## src/rtl/swiss_timer_ctrl.sv

```systemverilog
// Stopwatch controller: start/stop and lap/clear FSM, 10 ms prescaler and
// a BCD mm:ss.cc chain with a lap latch and sticky overflow flag.
module swiss_timer_ctrl #(
  parameter int unsigned TICK_DIV = 500000
) (
  input  logic        clk,
  input  logic        reset_n,
  input  logic        start_stop,
  input  logic        lap_clear,
  output logic [23:0] disp_digits,
  output logic        running,
  output logic        lap_hold,
  output logic        overflow
);

  localparam int unsigned PW = (TICK_DIV > 2) ? $clog2(TICK_DIV) : 1;

  typedef enum logic [1:0] {IDLE, RUN, LAP, STOP} state_t;

  state_t          state_q, state_d;
  logic [PW-1:0]   presc_q, presc_d;
  logic [23:0]     cnt_q, cnt_d, cnt_inc;
  logic [23:0]     lap_q, lap_d;
  logic            run_q, run_d;
  logic            hold_q, hold_d;
  logic            ovf_q, ovf_d;
  logic            counting, tick, wrap, capture, clear;

  assign counting = (state_q == RUN) || (state_q == LAP);
  assign tick     = counting && (presc_q == PW'(TICK_DIV - 1));

  // Ripple increment across all six digits in one step; tens of seconds
  // and tens of minutes wrap after 5, every other digit after 9.
  always_comb begin
    logic       carry;
    logic [3:0] lim;
    cnt_inc = cnt_q;
    carry   = 1'b1;
    for (int unsigned i = 0; i < 6; i++) begin
      lim = (i == 3 || i == 5) ? 4'd5 : 4'd9;
      if (carry) begin
        if (cnt_q[i*4 +: 4] >= lim) begin
          cnt_inc[i*4 +: 4] = 4'd0;
        end else begin
          cnt_inc[i*4 +: 4] = cnt_q[i*4 +: 4] + 4'd1;
          carry             = 1'b0;
        end
      end
    end
    wrap = carry;
  end

  always_comb begin
    state_d = state_q;
    capture = 1'b0;
    clear   = 1'b0;
    case (state_q)
      IDLE: if (start_stop) state_d = RUN;
      RUN: begin
        if (start_stop) begin
          state_d = STOP;
        end else if (lap_clear) begin
          state_d = LAP;
          capture = 1'b1;
        end
      end
      LAP: begin
        if (start_stop)     state_d = STOP;
        else if (lap_clear) state_d = RUN;
      end
      STOP: begin
        if (start_stop) begin
          state_d = RUN;
        end else if (lap_clear) begin
          state_d = IDLE;
          clear   = 1'b1;
        end
      end
      default: state_d = IDLE;
    endcase

    run_d  = (state_d == RUN) || (state_d == LAP);
    hold_d = (state_d == LAP);

    // Prescaler holds in STOP so a resume finishes the partial interval.
    presc_d = presc_q;
    if (clear)         presc_d = '0;
    else if (tick)     presc_d = '0;
    else if (counting) presc_d = presc_q + 1'b1;

    cnt_d = cnt_q;
    if (clear)     cnt_d = '0;
    else if (tick) cnt_d = cnt_inc;

    ovf_d = ovf_q;
    if (clear)             ovf_d = 1'b0;
    else if (tick && wrap) ovf_d = 1'b1;

    lap_d = capture ? cnt_q : lap_q;
  end

  always_ff @(posedge clk or negedge reset_n) begin
    if (!reset_n) begin
      state_q <= IDLE;
      presc_q <= '0;
      cnt_q   <= '0;
      lap_q   <= '0;
      run_q   <= 1'b0;
      hold_q  <= 1'b0;
      ovf_q   <= 1'b0;
    end else begin
      state_q <= state_d;
      presc_q <= presc_d;
      cnt_q   <= cnt_d;
      lap_q   <= lap_d;
      run_q   <= run_d;
      hold_q  <= hold_d;
      ovf_q   <= ovf_d;
    end
  end

  assign disp_digits = hold_q ? lap_q : cnt_q;
  assign running     = run_q;
  assign lap_hold    = hold_q;
  assign overflow    = ovf_q;

endmodule

```

## config.mk

```make
export PLATFORM = sky130hd
export DESIGN_NAME = swiss_timer_ctrl
export DESIGN_NICKNAME = d
export VERILOG_FILES = /design/src/rtl/swiss_timer_ctrl.sv
export SDC_FILE = /design/constraint.sdc
export NUM_CORES = 1
export LEC_CHECK = 0
export ABC_AREA = 1
export BUFFER_PORTS_ARGS = -buffer_cell sky130_fd_sc_hd__buf_2
export CELL_PAD_IN_SITES_DETAIL_PLACEMENT = 1
export CELL_PAD_IN_SITES_GLOBAL_PLACEMENT = 1
export CORE_MARGIN = 5
export CORE_UTILIZATION = 45
export DETAILED_ROUTE_END_ITERATION = 10
export PLACE_DENSITY = 0.77
export SLEW_MARGIN = 30
export SYNTH_ARGS = -nofsm -noshare
export SYNTH_HDL_FRONTEND = slang
export SYNTH_SLANG_ARGS = --single-unit
```

## constraint.sdc

```tcl
create_clock -name clk -period 1.7 [get_ports clk]
set_input_delay 0.17 -clock clk [delete_from_list [all_inputs] [get_ports clk]]
set_output_delay 0.17 -clock clk [all_outputs]
set_load 0.02 [all_outputs]
```

==> metrics.md, run 1 <==
| Metric | Value |
|---|---|
| Root buffer cell | clkbuf_8 |
| Diodes inserted | 0 |
| Share of cells above drive strength 1 | 0.280 |
| DRT antenna net count | 0 |
| Fmax | 574 MHz |
| Initial Util | 0.457 |
| Placer Congestion | 0.840 |
| TritonCTS Sinks | 72 |
| Vias in the first global route | 3879 |
| I/O Buffers | 30 |
| DRC | 0 |
| Fin area | 5320 um^2 |
| # H-tree levels | 3 |
| Crit path cell chain | inv_2, ha_4, nand4_1, nor2_2, nand3_4, nor2_2, nor2_4, nand2_1, o21ai_1 |
| Die width | 106 um |
| RSZ-0062 raised after global routing | yes |
| Slew @ Worst Pin | 407 ps |
| Clk_lat worst skew | 360 ps |
| First-pass GRT wire length | 18600 um |
| Clk slew on worst S/H paths | 80 ps |
| Setup crit start kind | register |
| Mapped Nets | 567 |
| Max Cap Violations | 0 |
| Hold Path Class | in2reg |
| P&R area growth vs syn | 27.2% |
| Synthesized flop and latch total | 72 |
| Total track usage | 0.201 |
| Cell variety after synth | 40 |
| Mapped Area | 4180 um^2 |
| Via count | 3899 |
| 1st-iter DRT viols | 177 |
| CTS tree | yes |
| Crit path max fanout | 7 |
| Detailed Routing Iterations Pass 1 | 4 |
| Vias per inst | 5.33 |
| Remaining Overflow, GRT | 0 |
| Sequential-to-total area share from yosys stat | 0.431 |
| # rows | 35 |
| Setup WS pre-CTS | -86.5 ps |
| Clk buf depth | 2 |
| Die Area | 11300 um^2 |
| P_leak | 2.59 nW |
| Cell family with the largest share of critical-path delay | simple AND/OR/NAND/NOR gates |
| Routed wire length | 12000 um |
| DR WL met2 | 6250 um |
| Setup violators final | 7 |
| Crit-path slowest cell | dfrtp_1 |
| YS warnings | 0 |
| HPWL after DPL | 7680 um |
| Clock skew | 15.4 ps |
| CP max stage delay | 390 ps |
| Failing checks | setup timing |
| Largest net degree at the start of global routing | 73 |
| Min Tclk post-route | 1740 ps |
| Mapped Cells | 539 |
| Cts bufs inserted | 9 |
| Met1 wire length | 5240 um |
| Slew headroom | 0.729 |
| Nets | 645 |
| CP most frequent cell | nor2_2 |
| Core ar. | 9150 um^2 |
| Syn_area_per_cell | 7.76 um^2 |
| Routed len/inst | 16.4 um |
| Peak supply drop | 0.000777 V |
| Critical path arrival | 1980 ps |
| DP Area | 4680 um^2 |
| CP bufs+invs | 1 |
| Final hold slack | 269 ps |
| Worst Setup End Kind | register |
| Outcome | finished with violations |
| WS Path Type | reg2reg |
| Req. time, crit path | 1940 ps |
| DIE HEIGHT | 106 um |
| Final setup margin | -42.8 ps |
| Met3 wire length | 281 um |
| Fin. Hold Viols | 0 |
| Pins Over Slew Limit | 0 |
| Top layer reached by signal wires | met4 |
| I/O Pins | 31 |
| Power per cell area | 1130 nW/um^2 |
| Fin crit share | 1.03 |
| Initial antenna violation count | 0 |
worst min-delay path, delay by kind of cell:
kind	cells	cell delay [ps]
compound gates	1	100
buf+inv	2	180
simple gates	2	140
timing repair:
| item | CTS | global route |
|---|---|---|
| gates resized for setup | 5 | 72 |
| gates cloned | 0 | 0 |
| endpoints found under the hold margin | 72 | 0 |
| buffers inserted | 3 | 15 |
| endpoints found under the setup margin | 30 | 45 |
| hold buffers | 1 | 0 |
| pin swaps | 3 | 24 |
per-stage QoR:
step | TNS, ps | util | cells | total power, mW
after floorplan | 0 | - | 539 | 3.44
after global placement | 0 | 0.511 | 698 | 4.04
after detailed placement | -669 | 0.511 | 698 | 4.16
after CTS | 0 | 0.542 | 717 | 5.72
after global routing | -3010 | 0.581 | 732 | 6.44
final | -152 | 0.581 | 732 | 6.02
logic make-up after synthesis:
| kind of cell | share of synthesized area |
|---|---|
| AOI/OAI and AO/OA | 0.117 |
| buffers and inverters | 0.0813 |
| DFF | 0.431 |
| xor gates and xnor gates | 0.0167 |
| adders and majority gates | 0.0718 |
| and+or+nand+nor | 0.283 |
metal layers:
layer | GRT usage | up-vias
li1 | - | 1899
met1 | 0.257 | 1914
met2 | 0.355 | 62
met3 | 0.0285 | 24
met4 | 0.0566 | 0
met5 | 0 | -
state kept, by name, summed over array words and instances, names as in the netlist:
register	count
cnt_q	24
lap_hold	1
lap_q	24
overflow	1
presc_q	19
running	1
state_q	2
cell type report:
cell class,instances,area (um^2)
Timing Repair Buffer,82,621
Clock inverter,6,85.1
Fill cell,1116,3830
Sequential cell,72,1800
Tap cell,111,139
Inverter,68,268
Multi-Input combinational cell,384,2280
Clock buffer,9,124
placed cells by master, fill, tap and decap left out, types with 3 or more instances in the layout:
cell	netlist	layout
nand2_8	0	3
buf_12	0	5
o31ai_1	3	3
xor2_1	6	6
buf_4	1	42
inv_1	62	51
nand2_4	3	5
nand2_1	125	115
nand2_2	4	9
o21ai_1	6	8
buf_2	5	30
nor2_2	3	6
nor2_4	4	6
clkbuf_8	0	9
nor2_1	56	51
inv_2	3	13
nand4_1	8	8
nand3_2	3	9
o21ai_0	60	54
dfrtp_1	72	70
o21ai_2	1	5
buf_6	2	4
a21oi_1	12	11
nand3_1	41	34
nor3_1	5	5
ha_1	24	20
synth_stat cells, drive strengths merged:
library cell,count,area share
nand3b,2,0.0045
o2111ai,1,0.0021
nand3,44,0.056
inv,66,0.060
a211oi,2,0.0036
clkbuf,7,0.0063
o31ai,3,0.0054
or2,2,0.0030
and3,1,0.0015
nand4,8,0.012
xnor2,2,0.0042
o22ai,1,0.0015
a21oi,13,0.016
o21ai,67,0.081
dfrtp,72,0.43
buf,8,0.013
o211a,1,0.0024
nor3,7,0.011
ha,24,0.072
nor4,2,0.0030
xor2,6,0.013
a31oi,3,0.0045
clkinv,2,0.0021
nand2,132,0.13
nor2,63,0.065
power breakdown:
| group | switching (mW) | total, mW | internal (mW) |
|---|---|---|---|
| Clock | 0.680 | 1.49 | 0.813 |
| Sequential | 0.226 | 2.22 | 1.99 |
| Combinational | 1.43 | 2.31 | 0.876 |
| Total | 2.34 | 6.02 | 3.68 |
final timing paths:
| check | from | endpoint | slack, ps | depth (start not counted) |
|---|---|---|---|---|
| worst max-delay path | state_q[0] | cnt_q[18] | -40 | 9 |
| worst min-delay path | start_stop | state_q[0] | 270 | 5 |
| worst max register to register | state_q[0] | cnt_q[18] | -40 | 9 |
| worst min register to register | lap_q[14] | lap_q[14] | 490 | 2 |
| max in group asynchronous | reset_n | overflow | 990 | 3 |
| min in group asynchronous | reset_n | lap_q[6] | 380 | 3 |
Note: power is estimated with default switching activity, not from simulation.
==> run 2: changes to the inputs <==
==> config.mk (replaced) <==
export PLATFORM = sky130hd
export DESIGN_NAME = swiss_timer_ctrl
export DESIGN_NICKNAME = d
export VERILOG_FILES = /design/src/rtl/swiss_timer_ctrl.sv
export SDC_FILE = /design/constraint.sdc
export NUM_CORES = 1
export LEC_CHECK = 0
export ABC_AREA = 0
export BUFFER_PORTS_ARGS = -buffer_cell sky130_fd_sc_hd__buf_2
export CELL_PAD_IN_SITES_DETAIL_PLACEMENT = 1
export CELL_PAD_IN_SITES_GLOBAL_PLACEMENT = 1
export CORE_MARGIN = 2
export CORE_UTILIZATION = 47
export DETAILED_ROUTE_END_ITERATION = 10
export PLACE_DENSITY = 0.77
export SLEW_MARGIN = 20
export SYNTH_ARGS = -nofsm -noshare
export SYNTH_HDL_FRONTEND = slang
export SYNTH_SLANG_ARGS = --single-unit
==> run 2 against run 1 <==
Net effect: the run still ends with setup timing left; routed wire length is 46% higher; flip-flop and latch count is the same; cell count shrank 11%; sequential power is 16% higher; synthesized cell count down 25%; combinational power rose by 100%; clock power about the same; first-iteration DRC count increased by 47%; count of clock-buffer cells in the layout rose by 3; global-route usage up 12 points; critical path type unchanged.
==> metrics.md, run 2 <==
| Metric | Value |
|---|---|
| Outcome | finished with violations |
| Failing checks | setup timing |
| DP Area | 4900 um^2 |
| First-pass GRT wire length | 21800 um |
| Commonest cells in the netlist | 72 x dfrtp_1, 46 x nand2_1, 42 x o21ai_0, 30 x nor2_1 |
| Share of cells above drive strength 1 | 0.428 |
| HPWL after DPL | 8200 um |
| 1st-iter DRT viols | 261 |
| Nets | 573 |
| P_sw | 3.77 mW |
| P_leak | 2.67 nW |
| RSZ-0062 raised after global routing | yes |
| Setup violators final | 51 |
| Fin area | 5590 um^2 |
| Die Area | 9010 um^2 |
| Fin crit share | 1.49 |
| Core ar. | 8130 um^2 |
| Req. time, crit path | 1950 ps |
| Mapped Area | 3890 um^2 |
| Vias per inst | 6.19 |
| Critical path arrival | 2770 ps |
| Initial Util | 0.478 |
| Via count | 4051 |
| Slew @ Worst Pin | 502 ps |
| Seq pwr share | 0.297 |
| Fin. Hold Viols | 0 |
| Initial antenna violation count | 0 |
| Slew headroom | 0.663 |
| Pins Over Slew Limit | 0 |
| Routed len/inst | 26.8 um |
| Cell variety after synth | 44 |
| Power per cell area | 1560 nW/um^2 |
| Post-synth top area share | 0.464 |
| Diodes inserted | 0 |
| Max Cap Violations | 0 |
| Clk buf depth | 2 |
| DP Cell Count | 619 |
| Worst Setup End Kind | register |
| Most frequent cells in the layout | 101 x buf_4, 71 x dfrtp_1, 43 x nand2_1, 28 x buf_2, 27 x nor2_1 |
| DIE HEIGHT | 94.9 um |
| YS warnings | 0 |
| Largest regs | cnt_q (24), lap_q (24), presc_q (19) |
| Peak supply drop | 0.000863 V |
| Fillers | 880 |
| Total track usage | 0.321 |
| Leading area contributor after synthesis | dfrtp_1 |
| I/O Buffers | 30 |
| I/O Pins | 31 |
| Logic pwr share | 0.535 |
| Mapped Nets | 433 |
| Min Tclk post-route | 2530 ps |
| Int Pwr | 4.92 mW |
| Mapped Cells | 405 |
| Setup WS pre-CTS | -646 ps |
| Placer Congestion | 0.881 |
| Final core utilization | 0.687 |
| Clk_lat worst skew | 380 ps |
| Routed wire length | 17500 um |
| CTS tree | yes |
| Final setup margin | -829 ps |
| # H-tree levels | 3 |
| WS Path Type | reg2reg |
| Setup crit start kind | register |
| Commonest non-fill, non-tap cell in the layout | buf_4 |
| Detailed Routing Iterations Pass 1 | 7 |
| DRT antenna net count | 0 |
| DRC | 0 |
| # rows | 33 |
| Die width | 94.9 um |
| Clk pwr share | 0.168 |
| Async SR Flop Fraction | 1.00 |
| Vias in the first global route | 4279 |
| Remaining Overflow, GRT | 0 |
| Non-Filler Instances | 654 |
| Fmax | 395 MHz |
| Synthesized flop and latch total | 72 |
| Clk slew on worst S/H paths | 90 ps |
| TritonCTS Sinks | 72 |
| Hold Path Class | in2reg |
| Synth Flop Type | dfrtp_1 |
| Sequential-to-total area share from yosys stat | 0.464 |
| Root buffer cell | clkbuf_8 |
| Net Sw Frac | 0.434 |
| Cts bufs inserted | 9 |
| Largest net degree at the start of global routing | 73 |
| Synth area leaders | dfrtp_1 46%, ha_1 7.7%, mux2_2 7.0% |
| Fin Setup TNS | -23100 ps |
| Clock skew | 21.3 ps |
| P&R area growth vs syn | 43.9% |
| Most common cell in the netlist | dfrtp_1 |
| Crit path max fanout | 5 |
| Number of flops mapped to enable cells by yosys | 0 |
| Syn_area_per_cell | 9.60 um^2 |
run 2: cell count changes after synthesis, moves of 7 or more:
cell      before  now
nand2_1      125   46
a21oi_1       12   21
mux2_2         0   24
nand3_1       41   10
o21ai_0       60   42
nor2_1        56   30
inv_1         62   21
clkbuf_1       7   14
run 2: layout make-up:
type                            count  area (um^2)  area share
Clock buffer                       12          145      0.0260
Clock inverter                      3         42.5     0.00761
Inverter                           21         78.8      0.0141
Multi-Input combinational cell    295         2230       0.399
Sequential cell                    72         1800       0.322
Tap cell                          105          131      0.0235
Timing Repair Buffer              146         1160       0.207
run 2: cells by family (layout without fill, tap and decap cells):
group                      Yosys count  count (layout)  share of synthesized area
AOI/OAI and AO/OA                   84              84                      0.123
xor gates and xnor gates            17              17                     0.0383
adders and majority gates           24              24                     0.0773
buffers and inverters               38             182                     0.0377
DFF                                 72              72                      0.464
muxes                               25              25                     0.0721
and+or+nand+nor                    145             145                      0.188
run 2: worst paths after layout:
path / start / end / slack [ps] / cells past startpoint
hold reg to reg: lap_q[5] / lap_q[5] / 510 / 2
hold / removal: lap_clear / state_q[1] / 360 / 5
setup reg to reg: cnt_q[13] / cnt_q[20] / -830 / 8
setup / recovery: cnt_q[13] / cnt_q[20] / -830 / 8
min in group asynchronous: reset_n / cnt_q[0] / 370 / 3
max in group asynchronous: reset_n / lap_hold / 990 / 3
run 2: power groups by stage:
| stage | sequential [mW] | combinational, mW | clock [mW] |
|---|---|---|---|
| 5_1_grt | 2.61 | 4.89 | 1.52 |
| 2_1_floorplan | 2.55 | 1.75 | 0 |
| 6_report | 2.58 | 4.66 | 1.46 |
| 4_1_cts | 2.50 | 3.79 | 1.39 |
| 3_5_place_dp | 2.53 | 3.53 | 0 |
| 3_3_place_gp | 2.47 | 3.28 | 0 |
run 2: per-layer routing:
metal  vias to the layer above  wire, um  track usage
met4                         0       833        0.167
met3                        75      1010       0.0455
met2                       180      9090        0.596
met5                         -         0            0
li1                       1712         -            -
met1                      2084      6610        0.353
run 2: critical path: stages, from the launching register on:
cell and delay, ps:
dfrtp_1 450, inv_1 160, ha_1 170, nand2b_1 150, a21oi_1 150, or4_4 610
buf_6 160, nand4b_1 230, a21oi_1 320
run 2: metrics by stage:
step | power, mW | hold WS (ps)
2_1_floorplan | 4.31 | -126
3_3_place_gp | 5.75 | 233
3_5_place_dp | 6.06 | 246
4_1_cts | 7.68 | 389
5_1_grt | 9.03 | 387
6_report | 8.70 | 365
run 2: repair_timing:
action                                  4_1_cts  5_1_grt
hold buffers                                  1        0
cloned                                        0        2
gates resized for setup                      42       45
endpoints found under the setup margin       47       52
pin swaps                                    18       12
setup buffers                                 5       12
endpoints found under the hold margin        72        0
==> run 3: changes to the inputs <==
--- a/config.mk
+++ b/config.mk
@@ -12,7 +12,9 @@
 export CORE_MARGIN = 2
 export CORE_UTILIZATION = 47
 export DETAILED_ROUTE_END_ITERATION = 10
+export HOLD_SLACK_MARGIN = 0.05
 export PLACE_DENSITY = 0.77
+export REMOVE_ABC_BUFFERS = 1
 export SLEW_MARGIN = 20
 export SYNTH_ARGS = -nofsm -noshare
 export SYNTH_HDL_FRONTEND = slang
==> run 3 against run 2 <==
Net effect: the run now fails in global routing; synthesized area unchanged; synthesized cell count did not move.
==> metrics.md, run 3 <==
| Metric | Value |
|---|---|
| Outcome | aborted with a tool error |
| Fail Step | global routing |
| First error | [ERROR DPL-0033] detailed placement checks failed during check placement. |
| Syn_area_per_cell | 9.60 um^2 |
| Cts bufs inserted | 9 |
| GRT worst endpoint | cnt_q[12]$_DFFE_PN0P_/D |
| Mapped Area | 3890 um^2 |
| Commonest cells in the netlist | 72 x dfrtp_1, 46 x nand2_1, 42 x o21ai_0, 30 x nor2_1 |
| I/O Pins | 31 |
| HPWL after DPL | 7790 um |
| Synthesized flop and latch total | 72 |
| Largest net degree at the start of global routing | 73 |
| WEP type | register input |
| DIE HEIGHT | 94.9 um |
| Die width | 94.9 um |
| Initial Util | 0.478 |
| Post-synth top area share | 0.464 |
| Leading area contributor after synthesis | dfrtp_1 |
| # H-tree levels | 3 |
| Number of flops mapped to enable cells by yosys | 0 |
| Most common cell in the netlist | dfrtp_1 |
| Mapped Cells | 405 |
| # rows | 33 |
| Cell variety after synth | 44 |
| Initial antenna violation count | 0 |
| Sequential-to-total area share from yosys stat | 0.464 |
| Setup WS pre-CTS | -818 ps |
| Synth area leaders | dfrtp_1 46%, ha_1 7.7%, mux2_2 7.0% |
| Root buffer cell | clkbuf_8 |
| Placer Congestion | 0.831 |
| TritonCTS Sinks | 72 |
| YS warnings | 0 |
| I/O Buffers | 30 |
| Synth Flop Type | dfrtp_1 |
| Clk buf depth | 2 |
| Async SR Flop Fraction | 1.00 |
==> run 3: cell families after synthesis <==
| family | after synthesis | synth area share |
|---|---|---|
| buffers and inverters | 38 | 0.0377 |
| and+or+nand+nor | 145 | 0.188 |
| adders and majority gates | 24 | 0.0773 |
| AOI/OAI and AO/OA | 84 | 0.123 |
| xor gates and xnor gates | 17 | 0.0383 |
| muxes | 25 | 0.0721 |
| DFF | 72 | 0.464 |
==> run 3: through the flow <==
step | area (um^2) | cells | hold slack [ps] | TNS [ps] | utilization
CTS | 5740 | 655 | 329 | -21250 | 0.706
detailed placement | 4850 | 616 | 241 | -27720 | 0.596
global placement | 4850 | 616 | 232 | -21650 | 0.596
floorplan | 3820 | 388 | -126 | -35380 | -
==> run 3: timing repair <==
action                                 4_1_cts
gates cloned                                 5
setup endpoints to repair                   46
endpoints found under the hold margin       72
hold buffers                                 1
resized for setup                          120
pin swaps                                   59
setup buffers                               22
==> run 4: changes to the inputs <==
--- a/config.mk
+++ b/config.mk
@@ -7,13 +7,10 @@
 export LEC_CHECK = 0
 export ABC_AREA = 0
 export BUFFER_PORTS_ARGS = -buffer_cell sky130_fd_sc_hd__buf_2
-export CELL_PAD_IN_SITES_DETAIL_PLACEMENT = 1
-export CELL_PAD_IN_SITES_GLOBAL_PLACEMENT = 1
 export CORE_MARGIN = 2
-export CORE_UTILIZATION = 47
+export CORE_UTILIZATION = 40
 export DETAILED_ROUTE_END_ITERATION = 10
-export HOLD_SLACK_MARGIN = 0.05
-export PLACE_DENSITY = 0.77
+export PLACE_DENSITY_LB_ADDON = 0.15
 export REMOVE_ABC_BUFFERS = 1
 export SLEW_MARGIN = 20
 export SYNTH_ARGS = -nofsm -noshare
==> run 4 against run 3 <==
Net effect: the flow now finishes, with violations (setup timing).
==> metrics.md, run 4 (synthesis results as in run 2) <==
| Metric | Value |
|---|---|
| P&R area growth vs syn | 40.4% |
| Clock skew | 7.03 ps |
| # H-tree levels | 3 |
| DIE HEIGHT | 103 um |
| Slew headroom | 0.656 |
| Total track usage | 0.192 |
| Detailed Routing Iterations Pass 1 | 4 |
| Critical path arrival | 2640 ps |
| Power per cell area | 1370 nW/um^2 |
| Clk slew on worst S/H paths | 80 ps |
| Vias in the first global route | 3340 |
| Multi-input logic area | 2150 um^2 |
| CTS tree | yes |
| Commonest non-fill, non-tap cell in the layout | buf_4 |
| Non-Filler Instances | 671 |
| Initial antenna violation count | 0 |
| Crit-path slowest cell | or4_4 |
| DP Cell Count | 640 |
| Peak supply drop | 0.000680 V |
| P_sw | 2.82 mW |
| CP max stage delay | 520 ps |
| Setup crit start kind | register |
| WS Path Type | reg2reg |
| Remaining Overflow, GRT | 0 |
| Routed wire length | 9540 um |
| Net Sw Frac | 0.378 |
| DRT antenna net count | 0 |
| Nets | 565 |
| Fillers | 855 |
| DP Area | 4880 um^2 |
| Logic pwr share | 0.494 |
| Largest net degree at the start of global routing | 59 |
| Share of cells above drive strength 1 | 0.395 |
| Fin. Hold Viols | 0 |
| Failing checks | setup timing |
| DRC | 0 |
| I/O Buffers | 30 |
| Crit path cell chain | inv_2, ha_4, nand2_2, or4_4, or2_4, buf_6, or4_1, a21oi_1 |
| Pins Over Slew Limit | 0 |
| Clk pwr share | 0.177 |
| R2r startpoint | state_q[0] |
| Die width | 103 um |
| Setup violators final | 44 |
| Slack of the worst reg-to-reg path | -660 ps |
| Cell family with the largest share of critical-path delay | simple AND/OR/NAND/NOR gates |
| 1st-iter DRT viols | 112 |
| CP bufs+invs | 2 |
| Hold Path Class | in2async |
| TritonCTS Sinks | 72 |
| Final setup margin | -662 ps |
| Outcome | finished with violations |
| Cts bufs inserted | 9 |
| R2R depth | 8 |
| Diodes inserted | 0 |
| Int Pwr | 4.65 mW |
| Fin area | 5460 um^2 |
| Die Area | 10500 um^2 |
| Most frequent cells in the layout | 95 x buf_4, 72 x dfrtp_1, 44 x nand2_1, 31 x o21ai_0, 31 x buf_2 |
| I/O Pins | 31 |
| # rows | 35 |
| Max Cap Violations | 0 |
| Via count | 3386 |
| Clk buf depth | 2 |
| Core ar. | 9330 um^2 |
| RSZ-0062 raised after global routing | yes |
| First-pass GRT wire length | 15900 um |
| Vias per inst | 5.05 |
| Slew @ Worst Pin | 512 ps |
| Root buffer cell | clkbuf_8 |
| Worst Setup End Kind | register |
| Seq pwr share | 0.329 |
| Routed len/inst | 14.2 um |
| Clk_lat worst skew | 340 ps |
| Crit path max fanout | 7 |
| Register Area | 1800 um^2 |
| Final hold slack | 265 ps |
| HPWL after DPL | 6210 um |
| P_leak | 2.59 nW |
| Req. time, crit path | 1980 ps |
| Fmax | 423 MHz |
| Reg-to-Reg End | cnt_q[12] |
| Fin crit share | 1.39 |
| Placer Congestion | 0.825 |
| Largest regs | cnt_q (24), lap_q (24), presc_q (19) |
| Initial Util | 0.417 |
| Min Tclk post-route | 2360 ps |
run 4: timing repair:
| item | CTS | global route |
|---|---|---|
| gates resized for setup | 42 | 24 |
| buffers inserted | 5 | 7 |
| pin swaps | 15 | 14 |
| gates cloned | 3 | 1 |
| endpoints found under the setup margin | 47 | 58 |
| hold endpoints to repair | 14 | 0 |
| hold buffers | 1 | 0 |
run 4: layout make-up:
| type | instances | share of cell area |
|---|---|---|
| Clock buffer | 10 | 0.0234 |
| Sequential cell | 72 | 0.330 |
| Inverter | 21 | 0.0144 |
| Timing Repair Buffer | 138 | 0.197 |
| Clock inverter | 6 | 0.0110 |
| Tap cell | 129 | 0.0296 |
| Multi-Input combinational cell | 295 | 0.394 |
run 4: metrics by stage:
stage                      util  power [mW]  setup WS (ps)  setup TNS, ps
final                     0.585        7.47           -662         -25010
after global routing      0.585        8.08           -761         -29280
after CTS                 0.567        7.39           -617         -21100
after detailed placement  0.523        5.75           -647         -22570
after global placement    0.523        5.65           -603         -20400
after floorplan               -        4.22           -947         -35380
run 4: routing by layer:
layer	up-vias	GRT usage	part of all wire	wire length [um]
met5	-	0	0	0
met3	8	0.0278	0.029	272
met4	0	0.0749	0.0098	93
met1	1637	0.257	0.46	4390
met2	52	0.316	0.50	4780
li1	1689	-	-	-
run 4: worst max-delay path by stage:
stage / start / depth (start not counted) / end
2_1_floorplan: state_q[0] / 7 / cnt_q[12]
3_3_place_gp: state_q[0] / 8 / cnt_q[12]
3_5_place_dp: state_q[0] / 8 / cnt_q[12]
4_1_cts: state_q[0] / 8 / cnt_q[12]
5_1_grt: presc_q[0] / 7 / cnt_q[12]
6_report: state_q[0] / 8 / cnt_q[12]
run 4: power by group through the flow:
stage	sequential [mW]	combinational (mW)	clock (mW)
floorplan	2.59	1.64	0
CTS	2.45	3.57	1.37
global placement	2.46	3.19	0
finish	2.46	3.69	1.33
detailed placement	2.48	3.27	0
global route	2.53	4.10	1.45
